$ cat config.mk
export PLATFORM = sky130hd
export DESIGN_NAME = sample_frame_loader
export DESIGN_NICKNAME = d
export VERILOG_FILES = /design/src/rtl/sample_frame_loader.sv
export SDC_FILE = /design/constraint.sdc
export NUM_CORES = 1
export LEC_CHECK = 0
export CAP_MARGIN = 25
export CELL_PAD_IN_SITES_DETAIL_PLACEMENT = 1
export CELL_PAD_IN_SITES_GLOBAL_PLACEMENT = 2
export CORE_MARGIN = 2
export CORE_UTILIZATION = 31
export CTS_BUF_LIST = sky130_fd_sc_hd__clkbuf_4
export DETAILED_ROUTE_END_ITERATION = 10
export PLACE_DENSITY_LB_ADDON = 0.2
export SLEW_MARGIN = 15
export SYNTH_ARGS = -nofsm -noshare
export SYNTH_HDL_FRONTEND = slang
export SYNTH_SLANG_ARGS = --single-unit
$ cat constraint.sdc
create_clock -name clk -period 2.4 [get_ports clk]
set_input_delay 0.48 -clock clk [delete_from_list [all_inputs] [get_ports clk]]
set_output_delay 0.48 -clock clk [all_outputs]
set_load 0.02 [all_outputs]
$ cat src/rtl/sample_frame_loader.sv
// Packs a valid/ready PCM sample stream into FRAME_N-wide frames with a one-cycle frame_start pulse.
// Optional: LOADER_OFFSET_BIN_EN converts each accepted sample from two's complement to offset binary.
module sample_frame_loader #(
  parameter int DATA_W   = 16,
  parameter int FRAME_N  = 8,
  parameter int HOLD_CYC = 24,
  parameter int CNT_W    = 32
) (
  input  logic                      clk,
  input  logic                      n_rst,
  input  logic                      clear,
  input  logic [CNT_W-1:0]          load_size,
  input  logic                      in_valid,
  input  logic [DATA_W-1:0]         in_data,
  output logic                      in_ready,
  output logic                      frame_start,
  output logic [FRAME_N*DATA_W-1:0] frame_data,
  output logic [CNT_W-1:0]          sample_cnt,
  output logic                      wav_done
);

  localparam int IDX_W  = $clog2(FRAME_N + 1);
  localparam int HOLD_W = $clog2(HOLD_CYC + 2);

  typedef enum logic [1:0] {
    IDLE = 2'd0,
    FILL = 2'd1,
    FULL = 2'd2,
    DONE = 2'd3
  } state_t;

  state_t              state;
  state_t              state_nxt;
  logic [DATA_W-1:0]   bank [FRAME_N];
  logic [IDX_W-1:0]    wr_idx;
  logic [HOLD_W-1:0]   hold_cnt;

  logic                      accept;
  logic [CNT_W-1:0]          cnt_inc;
  logic                      limit_on;
  logic                      hit_limit;
  logic                      slot_last;
  logic                      issue;
  logic                      last_frame;
  logic [DATA_W-1:0]         conv_data;
  logic [FRAME_N*DATA_W-1:0] issue_data;

  assign accept    = in_valid && in_ready;
  assign cnt_inc   = sample_cnt + {{(CNT_W-1){1'b0}}, 1'b1};
  assign limit_on  = (load_size != '0);
  assign hit_limit = limit_on && (cnt_inc == load_size);
  assign slot_last = (wr_idx == IDX_W'(FRAME_N - 1));
  assign issue     = (state == FULL) && (hold_cnt == '0);
  // A limit lowered below the running count ends the stream with the frame in flight.
  assign last_frame = limit_on && (load_size <= sample_cnt);

`ifdef LOADER_OFFSET_BIN_EN
  assign conv_data = in_data ^ {1'b1, {(DATA_W-1){1'b0}}};
`else
  assign conv_data = in_data;
`endif

  always_comb begin
    issue_data = '0;
    for (int k = 0; k < FRAME_N; k++) begin
      if (k < int'(wr_idx)) begin
        issue_data[k*DATA_W +: DATA_W] = bank[k];
      end
    end
  end

  always_comb begin
    state_nxt = state;
    in_ready  = 1'b0;
    case (state)
      IDLE: state_nxt = FILL;
      FILL: begin
        in_ready = 1'b1;
        if (accept && (slot_last || hit_limit)) begin
          state_nxt = FULL;
        end
      end
      FULL: begin
        if (hold_cnt == '0) begin
          state_nxt = last_frame ? DONE : FILL;
        end
      end
      DONE:    state_nxt = DONE;
      default: state_nxt = IDLE;
    endcase
    if (clear) begin
      state_nxt = IDLE;
    end
  end

  always_ff @(posedge clk or negedge n_rst) begin
    if (!n_rst) begin
      state       <= IDLE;
      wr_idx      <= '0;
      hold_cnt    <= '0;
      sample_cnt  <= '0;
      frame_start <= 1'b0;
      frame_data  <= '0;
      wav_done    <= 1'b0;
      for (int k = 0; k < FRAME_N; k++) begin
        bank[k] <= '0;
      end
    end else if (clear) begin
      // frame_data deliberately survives a soft clear.
      state       <= IDLE;
      wr_idx      <= '0;
      hold_cnt    <= '0;
      sample_cnt  <= '0;
      frame_start <= 1'b0;
      wav_done    <= 1'b0;
      for (int k = 0; k < FRAME_N; k++) begin
        bank[k] <= '0;
      end
    end else begin
      state       <= state_nxt;
      frame_start <= 1'b0;
      if (hold_cnt != '0) begin
        hold_cnt <= hold_cnt - HOLD_W'(1);
      end
      if (accept) begin
        bank[wr_idx[$clog2(FRAME_N)-1:0]] <= conv_data;
        wr_idx     <= wr_idx + IDX_W'(1);
        sample_cnt <= cnt_inc;
      end
      if (issue) begin
        frame_data  <= issue_data;
        frame_start <= 1'b1;
        hold_cnt    <= HOLD_W'(HOLD_CYC);
        wr_idx      <= '0;
        for (int k = 0; k < FRAME_N; k++) begin
          bank[k] <= '0;
        end
        if (last_frame) begin
          wav_done <= 1'b1;
        end
      end
    end
  end

endmodule

# Yosys cells after proc, flatten, opt, wreduce, memory -nomap -nowiden
# Cells that the tools add are included.
# word_totals
register_bits,301
latchBits,0
ramBits,0
mem_bits_ro,0
inputBits,52
output_inout_bits,163
elab_cells,90
n_memories,0
# classes
n_addsub,3
n_mul,0
div_mod_pow,0
order_cmp,11
eq_ne,7
shift,0
muxes,33
bitwise,2
reduce_logical,19
# op_table
op,n
$mux W128,3
$mux W16,9
$bwmux W128,1
$mux W32,2
$demux W16 S3,1
$add A32 B1 Y32 const B,1
$eq A32 B32 Y1,1
$le A32 B32 Y1,1
$reduce_bool A32 Y1,1
$lt A3 B4 Y1 const A,4
$mux W5,3
$mux W4,3
$lt A1 B4 Y1 const A,2
$lt A2 B4 Y1 const A,2
$mux W2,4
$pmux W2 S4,1
$logic_and A1 B1 Y1,6
$mux W1,6
$reduce_and A2 Y1,3
$reduce_bool A2 Y1,3
$reduce_bool A3 Y1,2
$logic_not A5 Y1,1
$reduce_bool A5 Y1,1
$sub A5 B1 Y5 const B,1
other kinds (12),13

# Logic depth before layout (Yosys ltp)
# depth
depth_word,9
ltp_mapped,11
mapped_depth_nobuf,10

# Least setup slack after synthesis
# No wires, ideal clock.
# synth_path
path_type,reg2reg
from,reg sample_cnt[21]
to,reg state[1]
setup_time_ps,65
arrival_time_ps,2690
required_ps,2335
setup_slack_ps,-355
path_stages_with_launch,12
n_path_buf,1
synth_period_minus_slack_ps,2755
path_cell_list,dfrtp_1 clkbuf_1 inv_1 ha_1 nand4_1 nor4_1 nand4_1 nor4_1 nor2_1 a221o_1 a311oi_1 o21a_1
# synth_between
elab_chain_cells,7
elab_cells_between_ends,13
cone_classes,add/sub (1); order compare (1); eq/ne (2); mux (4); reduce/logical (5)
# synth_lines
item,line,source
from (decl),18,"output logic [CNT_W-1:0] sample_cnt,"
from (signal assigned),128,sample_cnt <= cnt_inc;
$add A32 B1 Y32,49,"assign cnt_inc = sample_cnt + {{(CNT_W-1){1'b0}}, 1'b1};"
$eq A32 B32 Y1,51,assign hit_limit = limit_on && (cnt_inc == load_size);
$logic_and A1 B1 Y1,51,
$logic_or A1 B1 Y1,79,if (accept && (slot_last || hit_limit)) begin
$logic_and A1 B1 Y1,79,
$ne A3 B3 Y1 (no line),n/a,
$reduce_and A2 Y1 (no line),n/a,
to (signal assigned),120,state <= state_nxt;
to (decl),32,state_t state;
# Several ways; a longest one is shown, not always the timed one. The select of a mux whose other input is x is not followed.
# A chain may end at the register's enable or synchronous reset.

# Worst setup path after layout
# layout_path
from,reg sample_cnt[0]
to,reg state[0]
# layout_between
elab_chain_cells,7
# layout_lines
item,line
$add A32 B1 Y32,49
$eq A32 B32 Y1,51
$logic_and A1 B1 Y1,51
$logic_or A1 B1 Y1,79
$logic_and A1 B1 Y1,79
$ne A3 B3 Y1 (no line),n/a
$reduce_and A2 Y1 (no line),n/a
# No other way between the ends.

==> results.txt <==
CTS tree = done
Crit start category = flip-flop
Clk slew on worst S/H paths = 0.07 ns
CTS Buffer Depth = 3
Initial DRC Count = 770
Top post-synthesis cells by area = dfrtp_1 53%, nand2_1 15%, nand3_1 5.4%
Seq pwr share = 46.6%
Die width = 218 microns
Max-cap viol count = 0
Post-Route Setup TNS = -0.289 ns
Crit path kind = flip-flop to flip-flop
GR Util All Layers = 22.0%
Worst-Skew Late Latency = 0.79 ns
Routed vias/inst = 4.85
Fillers = 5402
Switching Fraction = 26.7%
Die Y = 218 microns
Initial antenna violation count = 1
Max Clock Freq = 0.391 GHz
Slowest CP cell = dfrtp_2
Initial Util = 31.4%
Post-synth EDFFs = 0
Core Box Area = 45300 sq um
Post-route ant nets = 0
Vias in the first global route = 14000
Port Buf Inserts = 214
Syn_nets = 1729
Critical Path Max Stage Delay = 0.45 ns
Layout Nets = 2157
Setup crit start = sample_cnt[0]$_DFFE_PN0P_
Mapped Cells = 1640
Cell taking the most area after synthesis = dfrtp_1
First-pass GRT wire length = 80600 microns
Synth Cell Area = 14200 sq um
Sw Pwr = 2.96 mW
Top_reg_cell synth = dfrtp_1
Worst Setup End Kind = flip-flop
Final Critical Period = 2.56 ns
Status = finished with violations
CP arrival = 3.19 ns
Final WS setup = -0.156 ns
Largest net degree at the start of global routing = 137
Max-slew violations = 0
Total gr overflow = 0
Required time of the critical path = 3.03 ns
Area Overhead vs Synth = 42.2%
Sinks on Clock Net = 301
# IOs = 215
Final setup viols = 2
Post-detail-place hpwl = 35600 microns
Cell Chain, Critical Path = ha_4 -> buf_6 -> xnor2_2 -> xnor2_1 -> nand4b_1 -> nor3_2 -> o2111ai_2 -> a2111oi_4 -> o2111a_1 -> a21o_2 -> a211oi_2
Commonest non-fill, non-tap cell in the layout = nand2_1
Slew @ Worst Pin = 0.820 ns
CP top delay family = compound AO/OA/AOI/OAI gates
Avg WL per Cell = 19.1 microns
Layout cells sized above 1 = 22.2%
Num CTS Buffers = 86
Critical path fanouts, max = 3
Pint = 8.13 mW
Syn Area/Cell = 8.66 sq um
Worst vdd ir = 0.242 mV
Leakage = 9.46 nW
Commonest cells after routing, fill and taps aside = 549 x nand2_1, 279 x dfrtp_1, 208 x buf_4
RePlAce Congestion = 0.867
Crit share post-route = 107%
Final WL = 52000 microns
Die ar. = 47500 sq um
Yosys reg bits = 301
Logic gate share of total power = 8.8%
Via count = 13200
Number of core rows = 78
H-tree Lvls = 3
DRC = 0
Hold Vio Cnt, Final = 0
Async SR Flop Fraction = 100%
Netlist cell types = 53
Register area share after synthesis = 53.0%
Synth Warn # = 0
RSZ-0062 raised after global routing = true
Start of the worst register-to-register path = sample_cnt[0]$_DFFE_PN0P_
CTS root buffer = clkbuf_4
Final Skew = 0.0513 ns
Failing checks = negative setup slack
DRT Pass-1 Iters = 5
Relative slew slack = 44.9%
Final core utilization = 44.6%
Yosys top cell area share = 53.0%
Worst Path Buf+Inv = 1
Clock power share = 44.6%
Total Power = 11.1 mW
Hold/Removal Path Class = primary input to async pin
Pwr/cell area = 549 nW/um^2
## cell usage after synthesis, types with 2 or more instances
| library cell | count |
|---|---|
| dfrtp_1 | 301 |
| and2_1 | 2 |
| nand2b_1 | 3 |
| a211oi_1 | 4 |
| xnor2_1 | 59 |
| o31ai_1 | 8 |
| nand4_1 | 21 |
| buf_4 | 16 |
| inv_1 | 44 |
| xor2_1 | 13 |
| nor3b_1 | 2 |
| nand2_1 | 554 |
| or4_1 | 3 |
| o211ai_1 | 2 |
| nor2b_1 | 6 |
| nor4_4 | 2 |
| clkbuf_1 | 89 |
| a31oi_1 | 2 |
| a21o_1 | 3 |
| or3_1 | 11 |
| nand3_1 | 153 |
| and3_1 | 4 |
| o21ai_0 | 23 |
| a21oi_1 | 145 |
| o21a_1 | 3 |
| buf_1 | 5 |
| nor3_1 | 21 |
| nand4_4 | 2 |
| or2_2 | 2 |
| and4_1 | 4 |
| o2111ai_1 | 2 |
| ha_1 | 37 |
| nor4_1 | 18 |
| buf_2 | 2 |
| nor2_1 | 56 |
## power by group through the flow
stage	clock network (mW)	registers (mW)	logic, mW
after floorplan	0	5.25	0.410
after global placement	0	5.25	0.920
after detailed placement	0	5.26	0.941
after CTS	5.12	5.16	0.975
after global routing	5.40	5.17	1.08
final	4.95	5.16	0.977
## cell type report
type / instances / area (sq um) / area share (%)
Clock inverter: 18 / 103 / 0.508
Timing Repair Buffer: 452 / 4170 / 20.7
Inverter: 44 / 175 / 0.868
Clock buffer: 133 / 998 / 4.95
Tap cell: 600 / 751 / 3.72
Sequential cell: 301 / 7560 / 37.4
Antenna cell: 1 / 2.50 / 0.0124
Multi-Input combinational cell: 1183 / 6430 / 31.8
## cell families (layout without fill, tap and decap cells)
| logic type | Yosys count | count (layout) | synth area share, % |
|---|---|---|---|
| buf+inv | 156 | 647 | 4.56 |
| other cells | 0 | 1 | 0 |
| flops | 301 | 301 | 53.0 |
| compound gates | 205 | 205 | 8.05 |
| fa+ha+maj | 38 | 38 | 3.33 |
| xor+xnor | 72 | 72 | 4.44 |
| simple gates | 868 | 868 | 26.6 |
## path summary, 6_finish.rpt
kind,to,slack [ns],cells after the start
setup / recovery,state[0]$_DFFE_PN0P_,-0.16,11
setup reg to reg,state[0]$_DFFE_PN0P_,-0.16,11
max in group asynchronous,bank[97]$_DFFE_PN0P_,1.37,3
hold reg to reg,frame_data[42]$_DFFE_PN0P_,0.46,2
min in group clk,frame_data[42]$_DFFE_PN0P_,0.46,2
hold / removal,frame_data[4]$_DFFE_PN0P_,0.25,2
## through the flow
stage | cell area (sq um) | instances | worst slack [ns] | hold WS (ns)
after floorplan | 14300 | 1640 | 0.00319 | 0.184
after global placement | 18500 | 2552 | -0.829 | 0.449
after detailed placement | 18500 | 2552 | -0.798 | 0.456
after CTS | 19900 | 2717 | -0.125 | 0.210
after global routing | 20200 | 2732 | -0.244 | 0.244
final | 20200 | 2732 | -0.156 | 0.254
## timing repair
item	CTS	global route
hold buffers	1	0
setup endpoints to repair	38	149
resized for setup	86	38
buffers inserted	14	13
pin swaps	20	28
gates cloned	0	1
endpoints found under the hold margin	47	0
## per-layer routing
layer	routed length, microns	global-route usage [%]	vias to the layer above	share of wire (%)
met1	24100	29.8	6596	46
met5	0	0	-	0
met4	876	6.39	0	1.7
li1	-	-	6334	-
met3	1940	3.65	58	3.7
met2	25200	36.2	259	48
## registers in the layout, summed over array words and instances (netlist names)
name	flops
frame_start	1
sample_cnt	32
hold_cnt	5
bank	128
wr_idx	4
state	2
wav_done	1
frame_data	128
## worst reg2reg max path, stage by stage, from the launching register on
cell,delay [ns]
dfrtp_2,0.45
ha_4,0.20
buf_6,0.13
xnor2_2,0.18
xnor2_1,0.14
nand4b_1,0.16
nor3_2,0.16
o2111ai_2,0.14
a2111oi_4,0.36
o2111a_1,0.26
a21o_2,0.15
a211oi_2,0.06
(Power assumes the default switching activity.)
